`config.mk`:
```
export PLATFORM = sky130hd
export DESIGN_NAME = pwm_dt_gen
export DESIGN_NICKNAME = d
export VERILOG_FILES = /design/src/rtl/pwm_dt_gen.sv
export SDC_FILE = /design/constraint.sdc
export NUM_CORES = 1
export LEC_CHECK = 0
export CAP_MARGIN = 20
export CORE_ASPECT_RATIO = 0.7
export CORE_MARGIN = 5
export CORE_UTILIZATION = 40
export CTS_CLUSTER_SIZE = 16
export DETAILED_ROUTE_END_ITERATION = 12
export PLACE_DENSITY = 0.7
export SYNTH_ARGS = -nofsm -noshare
export SYNTH_HDL_FRONTEND = slang
export SYNTH_SLANG_ARGS = --single-unit
```
`constraint.sdc`:
```
create_clock -name clk -period 2.1 [get_ports clk]
set_input_delay 0.42 -clock clk [delete_from_list [all_inputs] [get_ports clk]]
set_output_delay 0.42 -clock clk [all_outputs]
set_load 0.01 [all_outputs]
```
`src/rtl/pwm_dt_gen.sv`:
```
// Complementary PWM leg with clamped, period-double-buffered duty and dead-time insertion.
// Gate outputs come from a Moore FSM so H and L can never be high together.
module pwm_dt_gen #(
    parameter int CNT_W  = 16,
    parameter int PERIOD = 1000,
    parameter int DEAD   = 10
) (
    input  logic             clk,
    input  logic             rst_n,
    input  logic [31:0]      duty_i,
    input  logic             duty_vld_i,
    output logic             pwm_h_o,
    output logic             pwm_l_o,
    output logic             period_start_o,
    output logic             duty_load_o,
    output logic [CNT_W-1:0] duty_act_o
);

    typedef enum logic [2:0] {
        ST_SAFE  = 3'd0,
        ST_LOW   = 3'd1,
        ST_DT_LH = 3'd2,
        ST_HIGH  = 3'd3,
        ST_DT_HL = 3'd4
    } state_t;

    localparam logic [CNT_W-1:0]  CNT_ZERO   = {CNT_W{1'b0}};
    localparam logic [CNT_W-1:0]  CNT_ONE    = {{(CNT_W-1){1'b0}}, 1'b1};
    localparam logic [CNT_W-1:0]  CNT_LAST   = CNT_W'(PERIOD - 1);
    localparam logic [CNT_W-1:0]  CNT_PERIOD = CNT_W'(PERIOD);
    localparam logic signed [31:0] PERIOD_S  = 32'(PERIOD);
    localparam logic [7:0]        DEAD_LAST  = 8'(DEAD - 1);

    // Saturate the signed PI output into the legal duty range 0..PERIOD.
    function automatic logic [CNT_W-1:0] clamp_duty(input logic signed [31:0] d);
        logic [CNT_W-1:0] r;
        if (d < 32'sd0) begin
            r = CNT_ZERO;
        end else if (d > PERIOD_S) begin
            r = CNT_PERIOD;
        end else begin
            r = d[CNT_W-1:0];
        end
        return r;
    endfunction

    logic [CNT_W-1:0] cnt_q, cnt_d;
    logic [CNT_W-1:0] duty_sh_q, duty_sh_d;
    logic [CNT_W-1:0] duty_act_q, duty_act_d;
    logic [CNT_W-1:0] duty_cl_s;
    logic             raw_q, raw_d;
    logic             duty_load_q, duty_load_d;
    logic             period_start_q;
    state_t           state_q;
    logic [7:0]       dead_q;
    logic             pwm_h_q, pwm_l_q;

    // Next-state for carrier, shadow/active duty and raw compare.
    always_comb begin
        cnt_d       = cnt_q;
        duty_sh_d   = duty_sh_q;
        duty_act_d  = duty_act_q;
        duty_load_d = 1'b0;
        duty_cl_s   = clamp_duty($signed(duty_i));
        if (cnt_q == CNT_LAST) begin
            cnt_d = CNT_ZERO;
        end else begin
            cnt_d = cnt_q + CNT_ONE;
        end
        if (duty_vld_i) begin
            duty_sh_d = duty_cl_s;
        end else begin
            duty_sh_d = duty_sh_q;
        end
        // A strobe on the boundary edge bypasses the shadow straight into the active duty.
        if (cnt_q == CNT_LAST) begin
            duty_load_d = 1'b1;
            if (duty_vld_i) begin
                duty_act_d = duty_cl_s;
            end else begin
                duty_act_d = duty_sh_q;
            end
        end else begin
            duty_load_d = 1'b0;
            duty_act_d  = duty_act_q;
        end
        raw_d = (cnt_q < duty_act_q);
    end

    // Datapath registers.
    always_ff @(posedge clk) begin
        if (!rst_n) begin
            cnt_q          <= CNT_ZERO;
            duty_sh_q      <= CNT_ZERO;
            duty_act_q     <= CNT_ZERO;
            raw_q          <= 1'b0;
            duty_load_q    <= 1'b0;
            period_start_q <= 1'b0;
        end else begin
            cnt_q          <= cnt_d;
            duty_sh_q      <= duty_sh_d;
            duty_act_q     <= duty_act_d;
            raw_q          <= raw_d;
            duty_load_q    <= duty_load_d;
            period_start_q <= (cnt_d == CNT_ZERO);
        end
    end

    // Dead-time FSM; raw_q is checked before expiry so short pulses abort cleanly.
    always_ff @(posedge clk) begin
        if (!rst_n) begin
            state_q <= ST_SAFE;
            dead_q  <= 8'd0;
            pwm_h_q <= 1'b0;
            pwm_l_q <= 1'b0;
        end else begin
            case (state_q)
                ST_SAFE: begin
                    if (dead_q == DEAD_LAST) begin
                        dead_q  <= 8'd0;
                        state_q <= raw_q ? ST_HIGH : ST_LOW;
                        pwm_h_q <= raw_q;
                        pwm_l_q <= ~raw_q;
                    end else begin
                        dead_q  <= dead_q + 8'd1;
                        pwm_h_q <= 1'b0;
                        pwm_l_q <= 1'b0;
                    end
                end
                ST_LOW: begin
                    if (raw_q) begin
                        state_q <= ST_DT_LH;
                        dead_q  <= 8'd0;
                        pwm_h_q <= 1'b0;
                        pwm_l_q <= 1'b0;
                    end else begin
                        pwm_h_q <= 1'b0;
                        pwm_l_q <= 1'b1;
                    end
                end
                ST_DT_LH: begin
                    if (!raw_q) begin
                        state_q <= ST_LOW;
                        pwm_h_q <= 1'b0;
                        pwm_l_q <= 1'b1;
                    end else if (dead_q == DEAD_LAST) begin
                        state_q <= ST_HIGH;
                        pwm_h_q <= 1'b1;
                        pwm_l_q <= 1'b0;
                    end else begin
                        dead_q  <= dead_q + 8'd1;
                        pwm_h_q <= 1'b0;
                        pwm_l_q <= 1'b0;
                    end
                end
                ST_HIGH: begin
                    if (!raw_q) begin
                        state_q <= ST_DT_HL;
                        dead_q  <= 8'd0;
                        pwm_h_q <= 1'b0;
                        pwm_l_q <= 1'b0;
                    end else begin
                        pwm_h_q <= 1'b1;
                        pwm_l_q <= 1'b0;
                    end
                end
                ST_DT_HL: begin
                    if (raw_q) begin
                        state_q <= ST_HIGH;
                        pwm_h_q <= 1'b1;
                        pwm_l_q <= 1'b0;
                    end else if (dead_q == DEAD_LAST) begin
                        state_q <= ST_LOW;
                        pwm_h_q <= 1'b0;
                        pwm_l_q <= 1'b1;
                    end else begin
                        dead_q  <= dead_q + 8'd1;
                        pwm_h_q <= 1'b0;
                        pwm_l_q <= 1'b0;
                    end
                end
                default: begin
                    state_q <= ST_SAFE;
                    dead_q  <= 8'd0;
                    pwm_h_q <= 1'b0;
                    pwm_l_q <= 1'b0;
                end
            endcase
        end
    end

    assign pwm_h_o        = pwm_h_q;
    assign pwm_l_o        = pwm_l_q;
    assign period_start_o = period_start_q;
    assign duty_load_o    = duty_load_q;
    assign duty_act_o     = duty_act_q;

endmodule

```
==> metrics <==
Core ar. 8410 um2; n_diodes 0; Setup CP Type reg2reg; Compound-Gate Fraction of Synth Area 0.182; final hold vios 0; Die X 121 um; CP cell instances or4_4, or4b_4, buf_6, nor3_4, buf_4, clkbuf_16, o211ai_1, a31oi_1; total grt overflow 0; final period utilization 1.10; vias after detailed routing 3370; H-tree levels 3; Mapped Area 3420 um2; DRC 0; CP bufs+invs 3; post-synthesis mux area share 0.00293; Crit. Startpoint cnt_q[15]$_SDFF_PN0_; CTS Buf Count 9; RSZ-0062 raised after global routing yes; FF-to-FF Start cnt_q[15]$_SDFF_PN0_; Post-Route WL 9620 um; failing checks negative setup slack; initial antenna violation count 0; DP Cell Count 597; port bufs 54; post-route insts no fill 617; final setup margin -0.216 ns; Syn Area/Cell 8.40 um2; Final HPWL DP 6950 um; Slowest Stage Delay on Critical Path 0.53 ns; Yosys top cell area share 0.375; Final Hold Slack 0.475 ns; global-route wire length before repair 15100 um; final slew viol count 0; CP startpoint kind flop; most frequent cells in the layout dfxtp_1 (60), clkdlybuf4s50_1 (54), buf_4 (48); crit path max fanout 11; Final TNS setup -3.90 ns; Synth area leader dfxtp_1; delay-heaviest family, CP simple AND/OR/NAND/NOR gates; Post-Syn Nets 460; drt first pass iters 5; CTS tree done; number of global-route vias before repair 3118; Area growth syn-to-layout 42.5%; chip height 87.4 um; warnings from Yosys 0; VDD IR max 0.000407 V; Post-synth top flop dfxtp_1; Final Util 0.580; DR WL/cell 15.6 um; gpl congestion 0.805; power per cell area 645 nW/um2; most common cell after layout, fill and taps aside dfxtp_1; Clock Tree Buf Depth 2; minimum clock period 2.32 ns; slew margin rel. 0.661; xor and xnor area share after synthesis 0.0615; WP data required 2.36 ns; Final setup viols 29; number of synthesized register bits 64; post-synthesis cell type count 49; clk_lat worst skew 0.34 ns; endpoint class of the critical path flop; adder-cell share of the synthesized area 0.0659; MaxCap Viol Count 0; Hold Path Origin duty_act_o[13]$_SDFFE_PN0N_; Lkg Pwr 1.86 nW; layout cells sized above 1 0.178; initial core utilization 0.407; fin nets 560; sequential area share after synthesis 0.375; Fill cells 730; all-layer global routing usage 0.182; top post-synthesis cells by area dfxtp_1 (37%), ha_1 (6.6%), xnor2_1 (4.4%); Worst Clk Skew 0.00957 ns; largest family of logic cells by synthesized area simple AND/OR/NAND/NOR gates; status finished with violations; Worst-Margin Slew 0.503 ns; Syn Inst Count 407; die area 10500 um2; Post-Synth Simple-Gate Area 0.256; slowest CP cell or4_4; DR iter-0 viols 210; # IOs 55; CTS clock-pin slew for the worst setup and hold paths 0.05 ns; # hold bufs at CTS 0; drt via density 5.46; Post-synth EDFFs 0; crit path DAT 2.58 ns; largest net degree at the start of global routing 32; Routed Antenna Nets 0; ys async rst share 0; FP Rows 28; Peak Freq 432 MHz; Power, Total 3.14 mW; Root Driver clkbuf_16; clk sinks 64; worst hold path type reg2reg
per-layer routing:
metal  part of all wire  up-vias  track usage
met1               0.48     1618        0.254
li1                   -     1634            -
met3              0.060       11       0.0610
met5                  0        -            0
met4              0.011        0       0.0494
met2               0.44      107        0.270
path summary, 6_finish.rpt:
path | end | slack, ns | cells after the start
setup / recovery | duty_act_o[5]$_SDFFE_PN0N_ | -0.22 | 8
hold / removal | duty_act_o[13]$_SDFFE_PN0N_ | 0.48 | 2
setup reg to reg | duty_act_o[5]$_SDFFE_PN0N_ | -0.22 | 8
hold reg to reg | duty_act_o[13]$_SDFFE_PN0N_ | 0.48 | 2
tightest hold or removal path: stages (launching register included):
cell	delay (ns)
dfxtp_1	0.32
nand2_1	0.06
a21boi_1	0.05
what timing repair did:
| action | CTS | global route |
|---|---|---|
| pin swaps | 1 | 5 |
| gates resized for setup | 12 | 9 |
| cloned | 0 | 2 |
| setup endpoints to repair | 30 | 32 |
| buffers inserted | 0 | 2 |
synthesized netlist by cell type, types with 3 or more instances:
cell type	count
or3_1	5
a21boi_0	12
ha_1	18
nor2_1	27
or2_2	5
a31oi_1	9
inv_1	29
clkbuf_1	15
nand3_1	19
nor3_1	10
nand4_1	6
o211ai_1	7
xor2_1	7
dfxtp_1	64
o21ai_0	21
and3_1	3
nand2b_1	11
and3b_1	6
o2111ai_1	3
xnor2_1	17
nor3b_1	5
nor2b_1	13
nand2_1	24
nor4_1	8
a21o_1	4
a21oi_1	20
nand3b_1	6
and2_1	6
sequential cells by signal (all words and copies together), names as in the netlist:
name	cells
cnt_q	16
dead_q	8
duty_act_o	16
duty_load_o	1
duty_sh_q	16
period_start_o	1
pwm_h_o	1
pwm_l_o	1
raw_q	1
state_q	3
cell families after synthesis:
| group | after synthesis |
|---|---|
| DFF | 64 |
| buffers and inverters | 48 |
| and+or+nand+nor | 159 |
| xor gates and xnor gates | 24 |
| muxes | 1 |
| AOI/OAI and AO/OA | 93 |
| adders and majority gates | 18 |
layout make-up:
cell class	instances	area [um2]	share of cell area
Timing Repair Buffer	108	1010	0.207
Multi-Input combinational cell	295	2010	0.413
Tap cell	105	131	0.0270
Clock buffer	13	260	0.0534
Clock inverter	3	65.1	0.0134
Sequential cell	64	1290	0.264
Inverter	29	109	0.0223
where the power goes:
| part | total (mW) | internal, mW | switching (mW) |
|---|---|---|---|
| combinational | 0.260 | 0.145 | 0.115 |
| clock | 1.63 | 1.10 | 0.533 |
| sequential | 1.25 | 1.23 | 0.0124 |
stage by stage:
stage | area (um2) | worst slack (ns)
2_1_floorplan | 3440 | -0.0646
3_3_place_gp | 4420 | -0.138
3_5_place_dp | 4420 | -0.241
4_1_cts | 4770 | -0.183
5_1_grt | 4870 | -0.272
6_report | 4870 | -0.216
(Power assumes the default switching activity.)
